==> config.mk <==
export PLATFORM = sky130hd
export DESIGN_NAME = core_mem_arbiter
export DESIGN_NICKNAME = d
export VERILOG_FILES = /design/src/rtl/core_mem_arbiter.sv
export SDC_FILE = /design/constraint.sdc
export NUM_CORES = 1
export LEC_CHECK = 0
export BUFFER_PORTS_ARGS = -buffer_cell sky130_fd_sc_hd__buf_2
export CAP_MARGIN = 20
export CELL_PAD_IN_SITES_DETAIL_PLACEMENT = 1
export CELL_PAD_IN_SITES_GLOBAL_PLACEMENT = 1
export CORE_ASPECT_RATIO = 1.1
export CORE_MARGIN = 5
export CORE_UTILIZATION = 25
export DETAILED_ROUTE_END_ITERATION = 6
export HOLD_SLACK_MARGIN = 0.15
export PLACE_DENSITY = 0.66
export SLEW_MARGIN = 0
export SYNTH_ARGS = -nofsm -noshare
export SYNTH_HDL_FRONTEND = slang
export SYNTH_SLANG_ARGS = --single-unit
==> constraint.sdc <==
create_clock -name clk -period 5.45 [get_ports clk]
set_input_delay 0.545 -clock clk [delete_from_list [all_inputs] [get_ports clk]]
set_output_delay 0.545 -clock clk [all_outputs]
set_load 0.02 [all_outputs]
==> src/rtl/core_mem_arbiter.sv <==
// Round-robin arbiter that shares one single-port data memory among NUM_CORES cores.
// Grants one LOAD/STORE at a time, waits out the read latency and returns a one-cycle ack.
module core_mem_arbiter #(
    parameter int NUM_CORES = 4,
    parameter int ADDR_W    = 8,
    parameter int DATA_W    = 16,
    parameter int RD_LAT    = 1
) (
    input  logic                       clk,
    input  logic                       rst_n,
    input  logic [NUM_CORES-1:0]       core_req,
    input  logic [NUM_CORES*4-1:0]     core_op,
    input  logic [NUM_CORES*ADDR_W-1:0] core_addr,
    input  logic [NUM_CORES*DATA_W-1:0] core_wdata,
    output logic [NUM_CORES-1:0]       core_ack,
    output logic                       core_err,
    output logic [DATA_W-1:0]          core_rdata,
    output logic                       mem_en,
    output logic                       mem_we,
    output logic [ADDR_W-1:0]          mem_addr,
    output logic [DATA_W-1:0]          mem_wdata,
    input  logic [DATA_W-1:0]          mem_rdata,
    output logic                       busy
);

    localparam int IDX_W = (NUM_CORES > 1) ? $clog2(NUM_CORES) : 1;
    localparam logic [3:0] OP_LOAD  = 4'b0101;
    localparam logic [3:0] OP_STORE = 4'b0110;
    localparam logic [NUM_CORES-1:0] ONE_HOT0 = NUM_CORES'(1);

    typedef enum logic [1:0] {IDLE, ACCESS, WAIT, ACK} state_t;

    state_t                 state_q;
    logic [IDX_W-1:0]       rr_q;
    logic [IDX_W-1:0]       sel_q;
    logic [2:0]             lat_q;
    logic [NUM_CORES-1:0]   ack_q;
    logic                   err_q;
    logic [DATA_W-1:0]      rdata_q;
    logic                   mem_en_q;
    logic                   mem_we_q;
    logic [ADDR_W-1:0]      mem_addr_q;
    logic [DATA_W-1:0]      mem_wdata_q;
    logic                   busy_q;

    logic                   grant_vld_s;
    logic [IDX_W-1:0]       grant_idx_s;
    logic [IDX_W-1:0]       cand_s;
    logic [3:0]             grant_op_s;
    logic [ADDR_W-1:0]      grant_addr_s;
    logic [DATA_W-1:0]      grant_wdata_s;
    logic                   grant_legal_s;

    // Round-robin pick: scanning downward lets the candidate closest to rr_q win.
    always_comb begin
        grant_vld_s = |core_req;
        grant_idx_s = '0;
        cand_s      = '0;
        for (int k = NUM_CORES - 1; k >= 0; k--) begin
            cand_s      = IDX_W'((int'(rr_q) + k) % NUM_CORES);
            grant_idx_s = core_req[cand_s] ? cand_s : grant_idx_s;
        end
        grant_op_s    = core_op[int'(grant_idx_s)*4 +: 4];
        grant_addr_s  = core_addr[int'(grant_idx_s)*ADDR_W +: ADDR_W];
        grant_wdata_s = core_wdata[int'(grant_idx_s)*DATA_W +: DATA_W];
        grant_legal_s = (grant_op_s == OP_LOAD) || (grant_op_s == OP_STORE);
    end

    // Sequencer FSM with all outputs registered.
    always_ff @(posedge clk) begin
        if (!rst_n) begin
            state_q     <= IDLE;
            rr_q        <= '0;
            sel_q       <= '0;
            lat_q       <= 3'd0;
            ack_q       <= '0;
            err_q       <= 1'b0;
            rdata_q     <= '0;
            mem_en_q    <= 1'b0;
            mem_we_q    <= 1'b0;
            mem_addr_q  <= '0;
            mem_wdata_q <= '0;
            busy_q      <= 1'b0;
        end else begin
            case (state_q)
                IDLE: begin
                    if (grant_vld_s) begin
                        sel_q   <= grant_idx_s;
                        rdata_q <= '0;
                        busy_q  <= 1'b1;
                        if (grant_legal_s) begin
                            state_q     <= ACCESS;
                            err_q       <= 1'b0;
                            mem_en_q    <= 1'b1;
                            mem_we_q    <= (grant_op_s == OP_STORE);
                            mem_addr_q  <= grant_addr_s;
                            mem_wdata_q <= grant_wdata_s;
                        end else begin
                            state_q <= ACK;
                            err_q   <= 1'b1;
                            ack_q   <= ONE_HOT0 << grant_idx_s;
                        end
                    end else begin
                        state_q <= IDLE;
                    end
                end
                ACCESS: begin
                    mem_en_q <= 1'b0;
                    mem_we_q <= 1'b0;
                    if (mem_we_q) begin
                        state_q <= ACK;
                        ack_q   <= ONE_HOT0 << sel_q;
                    end else begin
                        state_q <= WAIT;
                        lat_q   <= 3'(RD_LAT);
                    end
                end
                WAIT: begin
                    lat_q <= lat_q - 3'd1;
                    if (lat_q == 3'd1) begin
                        rdata_q <= mem_rdata;
                        state_q <= ACK;
                        ack_q   <= ONE_HOT0 << sel_q;
                    end else begin
                        state_q <= WAIT;
                    end
                end
                ACK: begin
                    ack_q   <= '0;
                    err_q   <= 1'b0;
                    busy_q  <= 1'b0;
                    rr_q    <= (sel_q == IDX_W'(NUM_CORES - 1)) ? '0 : sel_q + IDX_W'(1);
                    state_q <= IDLE;
                end
                default: begin
                    state_q  <= IDLE;
                    ack_q    <= '0;
                    err_q    <= 1'b0;
                    mem_en_q <= 1'b0;
                    mem_we_q <= 1'b0;
                    busy_q   <= 1'b0;
                end
            endcase
        end
    end

    assign core_ack   = ack_q;
    assign core_err   = err_q;
    assign core_rdata = rdata_q;
    assign mem_en     = mem_en_q;
    assign mem_we     = mem_we_q;
    assign mem_addr   = mem_addr_q;
    assign mem_wdata  = mem_wdata_q;
    assign busy       = busy_q;

endmodule

* After elaboration in Yosys (flattened, before gate mapping)
Index checks and enable logic that the tools add are counted. W data, S select, Z words.
Operators by class: shift operators 5, multiplexer cells 39, magnitude comparators 4, reduce and logical (&&, ||, !) cells 14, eq/ne operators 13, add/subtract/negate cells 5
Operators with widths (count):
- $shiftx A64 B7 Y16 | 1
- $mux W16 | 2
- $pmux W16 S2 | 1
- $shiftx A32 B6 Y8 | 1
- $mux W4 | 4
- $pmux W4 S4 | 1
- $shiftx A16 B5 Y4 | 1
- $mux W2 | 7
- $mux W1 | 13
- $lt A2 B3 Y1 const B | 4
- $ne A2 B2 Y1 const B | 6
- $reduce_and A3 Y1 | 3
- $bmux W1 S2 | 4
- $eq A4 B3 Y1 const B | 2
- $pmux W1 S2 | 4
- $pmux W2 S4 | 1
- $reduce_bool A2 Y1 | 4
- $shl A1 B2 Y4 const A | 2
- $eq A2 B2 Y1 const B | 3
- $pmux W3 S2 | 1
- $reduce_and A2 Y1 | 3
- $add A2 B1 Y2 const B | 2
- $add A2 B2 Y2 const B | 2
- $reduce_and A4 Y1 | 1
- 7 further kinds | 7
Storage, ports and cells: register bits after elaboration 57, word-level logic and storage cells 92

* Logic depth before layout (Yosys ltp)
Gate-level depths: netlist of run 1.
depth after elaboration 13, depth in mapped cells 11

* Least setup slack after synthesis of run 1
Ideal clock, no wire load.
kind input to register, from input core_req[2], to register mem_addr_q[0] (netlist: mem_addr[0]), path slack 3000 ps, cell stages on the path 10, setup time 70 ps, required time 5380 ps, data arrival time 2379 ps, buffers on the path 2, cells stage by stage nor2b_1 o21a_1 nor3_4 mux2i_1 a22o_1 xor2_1 buf_4 buf_2 o2111ai_1 a21oi_1
On the way: longest elaborated chain between the ends 10, elaborated cells between the ends (all ways) 19, those cells by class eq/ne (2); shift (2); mux (12); reduce/logical (3)
RTL lines:
- from (decl) | line 11 | input logic [NUM_CORES-1:0] core_req,
- $bmux W1 S2 | line 61 | grant_idx_s = core_req[cand_s] ? cand_s : grant_idx_s;
- $mux W1 (implied by the code) | line 61
- $mux W2 (4 in a row) | line 61
- $shiftx A16 B5 Y4 | line 63 | grant_op_s = core_op[int'(grant_idx_s)*4 +: 4];
- $eq A4 B3 Y1 | line 66 | grant_legal_s = (grant_op_s == OP_LOAD) || (grant_op_s == OP_STORE);
- $logic_or A1 B1 Y1 | line 66
- $reduce_and A3 Y1 (no source line)
- to (signal assigned) | line 96 | mem_addr_q <= grant_addr_s;
- to (decl) | line 42 | logic [ADDR_W-1:0] mem_addr_q;
Parallel ways exist; a longest one is shown, timed or not. The select of a mux whose other input is x is not followed. A chain may end at the register's enable or synchronous reset.

* Final worst setup path of run 1
from input core_req[1], to register mem_wdata_q[3] (netlist: mem_wdata[3])
On the way: longest elaborated chain between the ends 10, elaborated cells between the ends (all ways) 19, those cells by class eq/ne (2); shift (2); mux (12); reduce/logical (3)
RTL lines:
- $bmux W1 S2 | line 61
- $mux W1 (implied by the code) | line 61
- $mux W2 (4 in a row) | line 61
- $shiftx A16 B5 Y4 | line 63
- $eq A4 B3 Y1 | line 66
- $logic_or A1 B1 Y1 | line 66
- $reduce_and A3 Y1 (no source line)
- to (signal assigned) | line 97 | mem_wdata_q <= grant_wdata_s;
- to (decl) | line 43 | logic [DATA_W-1:0] mem_wdata_q;
Parallel ways exist; a longest one is shown, timed or not. The select of a mux whose other input is x is not followed.

==> results of run 1 <==
worst max-delay path, cell delays in order:
cell and delay (ps):
buf_2 110, nand2b_1 160, a21oi_1 140, o32a_2 160
buf_4 470, mux2i_2 420, nand3_1 690, o21ai_0 430
a21oi_1 100
worst paths after layout:
kind / from / endpoint / slack, ps / depth (start not counted)
worst max-delay path: core_req[1] / mem_wdata[3]$_SDFFE_PN0P_ / 2350 / 9
worst min-delay path: core_rdata[6]$_SDFFE_PN0P_ / core_rdata[6]$_SDFFE_PN0P_ / 450 / 2
worst max register to register: rr_q[0]$_SDFFE_PN0P_ / mem_wdata[3]$_SDFFE_PN0P_ / 2400 / 8
worst min register to register: core_rdata[6]$_SDFFE_PN0P_ / core_rdata[6]$_SDFFE_PN0P_ / 450 / 2
area by class of cell:
class	instances	area, sq um
inverters	9	33.8
repair buffers	188	973
multi-input cells	302	2010
clock inverters	3	15.0
well taps	161	201
clock buffers	13	260
flip-flops and latches	57	1140
fillers	1607	8520
placed cells by master (no fill, tap or decap), types with 7 or more instances in the layout:
master / Yosys / layout
buf_2: 5 / 181
dfxtp_1: 57 / 57
nand2_1: 55 / 55
a21oi_1: 53 / 53
mux2i_1: 32 / 32
mux2_2: 24 / 24
o2111ai_1: 24 / 24
o21ai_0: 22 / 22
nand3_1: 18 / 18
nor2_1: 17 / 17
clkbuf_16: 0 / 9
inv_1: 8 / 8
nor2b_1: 9 / 8
ha_1: 7 / 7
routing by layer:
| layer | wire, um | GRT usage [%] | vias to the layer above |
|---|---|---|---|
| li1 | - | - | 1794 |
| met2 | 6350 | 27.1 | 116 |
| met5 | 0 | 0 | - |
| met1 | 5060 | 17.1 | 1751 |
| met4 | 197 | 4.85 | 0 |
| met3 | 979 | 4.52 | 15 |
through the flow:
step                instance area (sq um)  utilization, %  hold WS (ps)  setup slack, ps
floorplan                            3330               -           454             3000
global placement                     4330            32.9           437             2040
detailed placement                   4330            32.9           447             1810
CTS                                  4610            35.0           453             2130
global route                         4640            35.3           472             1940
finish                               4640            35.3           450             2350
power groups by stage:
stage | logic, mW | registers [mW] | clock network [mW]
2_1_floorplan | 0.430 | 0.588 | 0
3_3_place_gp | 0.691 | 0.531 | 0
3_5_place_dp | 0.723 | 0.534 | 0
4_1_cts | 0.726 | 0.526 | 0.536
5_1_grt | 0.807 | 0.536 | 0.551
6_report | 0.730 | 0.526 | 0.521
flip-flops by register name, indices dropped and copies added, names as in the netlist:
name	cells
busy	1
core_ack	4
core_err	1
core_rdata	16
lat_q	3
mem_addr	8
mem_en	1
mem_wdata	16
mem_we	1
rr_q	2
sel_q	2
state_q	2
cell families after synthesis:
family	synth area share, %
and+or+nand+nor	14.8
DFF	34.3
muxes	18.2
buffers and inverters	5.60
adders and majority gates	2.63
AOI/OAI and AO/OA	23.8
xor gates and xnor gates	0.752
==> results.tsv, run 1 <==
stage	metric	value	unit
synth	syn_inst	402	
floorplanning	die_h	131	um
pwr	combPwrFrac	41.1	%
run_status	outcome	complete, no violations	
timing	relSlewSlack	33.3	%
timing	post-route-min-period	3100	ps
synth	synth_cell_types	39	
pwr	intPower	1.08	mW
timing	setup_viol	0	
timing	drv_slew	0	
drt	drc	0	
run	maxCapViolations	0	
floorplanning	coreArea	0.0132	sq mm
floorplanning	die-area	0.0157	sq mm
global_routing	grt_pass1_wl	18900	um
drt	dr.first_iter.drc_count	142	
synth	yosysSeqAreaShare	34.3	%
pwr	netSwitchingPower	0.696	mW
placed_design	dp.cells	715	
floorplanning	start_util	25.3	%
floorplanning	pin_count	182	
placed_design	dpl.hpwl	9360	um
synth	synth_nets	543	
final_layout	instances_no_fill	733	
synth	synth.area.top_cells	dfxtp_1 (34%), mux2i_1 (9.6%), mux2_2 (8.1%)	
synth	ys.flop_type	dfxtp_1	
global_routing	grtUsageTotal	15.1	%
synth	yosysWarnings	0	
drt	ant_nets	0	
clocking	clock-sinks	57	
pwr	seq_power_share	29.6	%
timing	clock_skew	5.31	ps
timing	hold_violations	0	
setup_path	critPathArrivalTime	3260	ps
clocking	clk_latency	320	ps
setup_path	setup.worst_path.start_class	input pin	
clocking	hold_buffers	0	
final_layout	nets	708	
timing	finalSetupTns	0	ps
synth	synth.avg_cell_area	8.28	sq um
final_layout	final_layout_size_suffix_gt1_share	40.7	%
setup_path	path_max_fanout	58	
floorplanning	die_x	120	um
clocking	cts_max_level	3	
setup_path	crit_type	in2reg	
clocking	clkTransAtPathRegs	50	ps
pwr	switching_share	39.1	%
final_layout	area_growth	39.3	%
clocking	clockBufferDepth	2	
global_routing	gr-total-overflow	0	
timing	finalCritPeriodShare	56.9	%
pwr	p_per_area	383	mW/mm^2
floorplanning	rows	44	
pwr	ir_drop	0.144	mV
hold_path	hold_class	reg2reg	
global_routing	grt_max_degree	59	
setup_path	endpoint_kind	flip-flop	
synth	mappedNetlistArea	0.00333	sq mm
clocking	cts_root_buffer	clkbuf_16	
synth	yosys.area.top_type	dfxtp_1	
drt	via_count	3676	
global_routing	antenna_found_initial	0	
setup_path	required	5610	ps
timing	worst_pin_slew	998	ps
placed_design	port_buffers	181	
synth	async_flop_share	0	%
pwr	power.leakage	2.03	nW
clocking	cts_tree	built	
pwr	pwr-share-clk	29.3	%
synth	netlist_top_cells_count	dfxtp_1 (57), nand2_1 (55), a21oi_1 (53), mux2i_1 (32)	
synth	synth_edf_count	0	
global_routing	grt_pass1_vias	3755	
final_layout	insertedDiodeCount	0	
placed_design	gp_congestion	0.742	
clocking	post-cts-setup-buffers	0	
drt	drtPass1Iterations	4	
synth	synth-seq-cells	57	
drt	wl_per_cell	17.2	um
timing	rsz0062_at_grt	false	
clocking	cts_buffers	9	
drt	wirelength	12600	um
clocking	post_cts_resized	0	
pwr	total_power	1.78	mW
drt	vias_per_cell	5.02	
synth	yosysMostFrequentCell	dfxtp_1	
synth	synth.top_cell.area_share	34.3	%
timing	fmax	323	MHz
Note: power is estimated with default switching activity, not from simulation.
==> run 2: changes to the inputs <==
--- a/config.mk
+++ b/config.mk
@@ -5,6 +5,7 @@
 export SDC_FILE = /design/constraint.sdc
 export NUM_CORES = 1
 export LEC_CHECK = 0
+export ABC_AREA = 1
 export BUFFER_PORTS_ARGS = -buffer_cell sky130_fd_sc_hd__buf_2
 export CAP_MARGIN = 20
 export CELL_PAD_IN_SITES_DETAIL_PLACEMENT = 1
@@ -14,7 +15,7 @@
 export CORE_UTILIZATION = 25
 export DETAILED_ROUTE_END_ITERATION = 6
 export HOLD_SLACK_MARGIN = 0.15
-export PLACE_DENSITY = 0.66
+export PLACE_DENSITY = 0.71
 export SLEW_MARGIN = 0
 export SYNTH_ARGS = -nofsm -noshare
 export SYNTH_HDL_FRONTEND = slang
==> constraint.sdc (replaced) <==
create_clock -name clk -period 2.74 [get_ports clk]
set_input_delay 0.274 -clock clk [delete_from_list [all_inputs] [get_ports clk]]
set_output_delay 0.274 -clock clk [all_outputs]
set_load 0.02 [all_outputs]
==> results.tsv, run 2 <==
stage	metric	value	unit	change
setup_path	critPathArrivalTime	2710	ps	was 3260 ps
synth	async_flop_share	0	%	unchanged
final_layout	final_layout_size_suffix_gt1_share	32.0	%	was 40.7%
setup_path	worst-r2r-setup-slack	240	ps	was 2400 ps
drt	wirelength	13200	um	was 12600 um
drt	vias_per_cell	4.72		was 5.02
placed_design	dpl.hpwl	10500	um	was 9360 um
pwr	power.leakage	2.28	nW	was 2.03 nW
synth	mappedNetlistArea	0.00342	sq mm	was 0.00333 sq mm
hold_path	hold_path_startpoint	mem_rdata[11]		was core_rdata[6]$_SDFFE_PN0P_
final_layout	instances_no_fill	877		was 733
setup_path	path_cells	inv_4 > nand2_1 > nand2_1 > nand3b_1 > nand3_1 > nand2_1 > nand2_2 > buf_4 > nand3_1 > nand2_1 > nand3_2 > nand2_4 > nand2_4 > o21ai_0 > nor2_1		was buf_2 > nand2b_1 > a21oi_1 > o32a_2 > buf_4 > mux2i_2 > nand3_1 > o21ai_0 > a21oi_1
setup_path	crit_slowest_cell	dfxtp_2		was nand3_1
final_layout	insertedDiodeCount	0		unchanged
timing	relSlewSlack	47.1	%	was 33.3%
global_routing	grt_pass1_wl	21300	um	was 18900 um
final_layout	nets	829		was 708
floorplanning	die_h	133	um	was 131 um
timing	rsz0062_at_grt	false		unchanged
clocking	clockBufferDepth	2		unchanged
placed_design	post_dp_cell_area	0.00443	sq mm	was 0.00433 sq mm
setup_path	cp_common_cell	nand2_1		was a21oi_1
synth	synth-seq-cells	57		unchanged
synth	synth_nets	664		was 543
synth	yosysWarnings	0		unchanged
synth	netlist_top_cells_count	nor2_1 (107), o21ai_0 (80), nand2_1 (64), dfxtp_1 (57), nand3_1 (52)		was dfxtp_1 (57), nand2_1 (55), a21oi_1 (53), mux2i_1 (32)
global_routing	grt_max_degree	49		was 59
synth	yosysMostFrequentCell	nor2_1		was dfxtp_1
synth	ys.flop_type	dfxtp_1		unchanged
global_routing	gr-total-overflow	0		unchanged
floorplanning	die_x	122	um	was 120 um
final_layout	final_common_cell	buf_2		unchanged
pwr	p_per_area	1130	mW/mm^2	was 383 mW/mm^2
setup_path	path_max_fanout	27		was 58
hold_path	hold-path-cell-count	3		was 2
setup_path	reg2regPathDepth	15		was 8
timing	finalCritPeriodShare	91.1	%	
final_layout	area_growth	38.4	%	was 39.3%
timing	clock_skew	4.90	ps	was 5.31 ps
synth	yosysSeqAreaShare	33.3	%	was 34.3%
synth	synth_cell_types	30		was 39
global_routing	grtUsageTotal	16.3	%	was 15.1%
clocking	cts_max_level	3		unchanged
timing	hold_violations	0		unchanged
clocking	clkTransAtPathRegs	60	ps	was 50 ps
synth	synth_edf_count	0		unchanged
timing	fmax	401	MHz	
timing	post-route-min-period	2500	ps	
drt	wl_per_cell	15.1	um	was 17.2 um
run_status	outcome	complete, no violations		unchanged
clocking	clk_latency	330	ps	was 320 ps
placed_design	gp_congestion	0.801		was 0.742
synth	synth.area.top_cells	dfxtp_1 (33%), nor2_1 (12%), o21ai_0 (12%)		was dfxtp_1 (34%), mux2i_1 (9.6%), mux2_2 (8.1%)
setup_path	r2r-start	rr_q[0]$_SDFFE_PN0P_		unchanged
setup_path	r2r_end	mem_wdata[2]$_SDFFE_PN0P_		was mem_wdata[3]$_SDFFE_PN0P_
drt	ant_nets	0		unchanged
placed_design	dp.cells	861		was 715
setup_path	crit_type	reg2reg		was in2reg
drt	drtPass1Iterations	4		unchanged
final_layout	layout_common_cells	buf_2 (181), nor2_1 (107), o21ai_0 (80)		was buf_2 (181), dfxtp_1 (57), nand2_1 (55)
synth	synth.top_cell.area_share	33.3	%	was 34.3%
setup_path	setup.worst_path.start_class	flip-flop		was input pin
pwr	ir_drop	0.358	mV	was 0.144 mV
final_layout	design_area	0.00474	sq mm	was 0.00464 sq mm
global_routing	grt_pass1_vias	4401		was 3755
floorplanning	start_util	25.7	%	was 25.3%
hold_path	hold_class	in2reg		was reg2reg
hold_path	holdPathEnd	core_rdata[11]$_SDFFE_PN0P_		was core_rdata[6]$_SDFFE_PN0P_
synth	syn_inst	523		was 402
synth	yosys.area.top_type	dfxtp_1		unchanged
drt	dr.first_iter.drc_count	86		was 142
run	maxCapViolations	0		unchanged
floorplanning	coreArea	0.0133	sq mm	was 0.0132 sq mm
synth	synth.avg_cell_area	6.55	sq um	was 8.28 sq um
clocking	clock-sinks	57		unchanged
global_routing	antenna_found_initial	0		unchanged
clocking	cts_tree	built		unchanged
timing	worst_pin_slew	792	ps	was 998 ps
clocking	cts_buffers	9		unchanged
setup_path	cpPeakStageDelay	470	ps	was 690 ps
setup_path	endpoint_kind	flip-flop		unchanged
placed_design	port_buffers	181		unchanged
floorplanning	die-area	0.0161	sq mm	was 0.0157 sq mm
drt	via_count	4143		was 3676
drt	drc	0		unchanged
timing	setup_viol	0		unchanged
setup_path	required	2950	ps	was 5610 ps
final_layout	nFillCells	1777		was 1607
clocking	hold_buffers	0		unchanged
clocking	cts_root_buffer	clkbuf_16		unchanged
floorplanning	rows	44		unchanged
timing	drv_slew	0		unchanged
floorplanning	pin_count	182		unchanged
run 2: changes by cell type in the layout (fill, tap and decap cells not counted), sizes merged, moves of 23 or more:
cell	change
mux2i	-33
nor2	+90
mux2	-24
inv	+30
o2111ai	-24
a21oi	-23
o21ai	+54
o22ai	+23
nand3	+38
run 2: worst max-delay path by stage:
stage	from	end	slack, ps	depth (start not counted)
2_1_floorplan	rr_q[0]$_SDFFE_PN0P_	mem_addr[3]$_SDFFE_PN0P_	750	17
6_report	rr_q[0]$_SDFFE_PN0P_	mem_wdata[2]$_SDFFE_PN0P_	240	15
3_3_place_gp	rr_q[0]$_SDFFE_PN0P_	mem_wdata[13]$_SDFFE_PN0P_	240	15
4_1_cts	rr_q[0]$_SDFFE_PN0P_	mem_wdata[10]$_SDFFE_PN0P_	130	16
5_1_grt	rr_q[0]$_SDFFE_PN0P_	mem_wdata[15]$_SDFFE_PN0P_	5	16
3_5_place_dp	rr_q[0]$_SDFFE_PN0P_	mem_wdata[4]$_SDFFE_PN0P_	-4	16
run 2: worst max-delay path: cells and delay by family (launching register included):
kind                   cells  cell delay, ps
and+or+nand+nor           12            1230
DFF                        1             470
buffers and inverters      2             360
AOI/OAI and AO/OA          1             300
run 2: layout make-up:
type	count	area (sq um)	share of cell area, %
Clock buffer	10	239	5.04
Clock inverter	6	66.3	1.40
Inverter	38	153	3.22
Multi-Input combinational cell	395	1930	40.8
Sequential cell	57	1140	24.1
Tap cell	184	230	4.86
Timing Repair Buffer	187	976	20.6
run 2: cells by family (layout without fill, tap and decap cells):
group           Yosys count  count (layout)  share of synthesized area (%)
simple gates            249             249                           32.3
buf+inv                  71             241                           10.3
xor+xnor                  1               1                          0.256
compound gates          138             138                           21.3
flops                    57              57                           33.3
fa+ha+maj                 7               7                           2.56
run 2: stage by stage:
step                      worst slack (ps)  hold WS (ps)  setup TNS [ps]  util, %  total power, mW
after global routing                  4.52           214               0     35.6             5.85
after detailed placement             -4.12           454           -13.8     33.2             4.27
final                                  245           211               0     35.6             5.37
after floorplan                        753           397               0        -             3.42
after global placement                 241           449               0     33.2             4.16
after CTS                              128           198               0     35.5             5.45
run 2: power breakdown:
part	switching [mW]	internal [mW]
sequential	0.170	1.11
combinational	1.96	0.983
clock	0.415	0.729
run 2: per-layer routing:
metal  global-route usage [%]  up-vias  share of wire (%)
li1                         -     2084                  -
met4                     6.41        0                2.1
met1                     18.9     1890                 42
met5                        0        -                  0
met2                     27.9      149                 49
met3                     5.00       20                7.6
run 2: what timing repair did:
action | CTS | global route
setup endpoints to repair | 20 | 24
buffers inserted | 0 | 0
resized for setup | 1 | 2
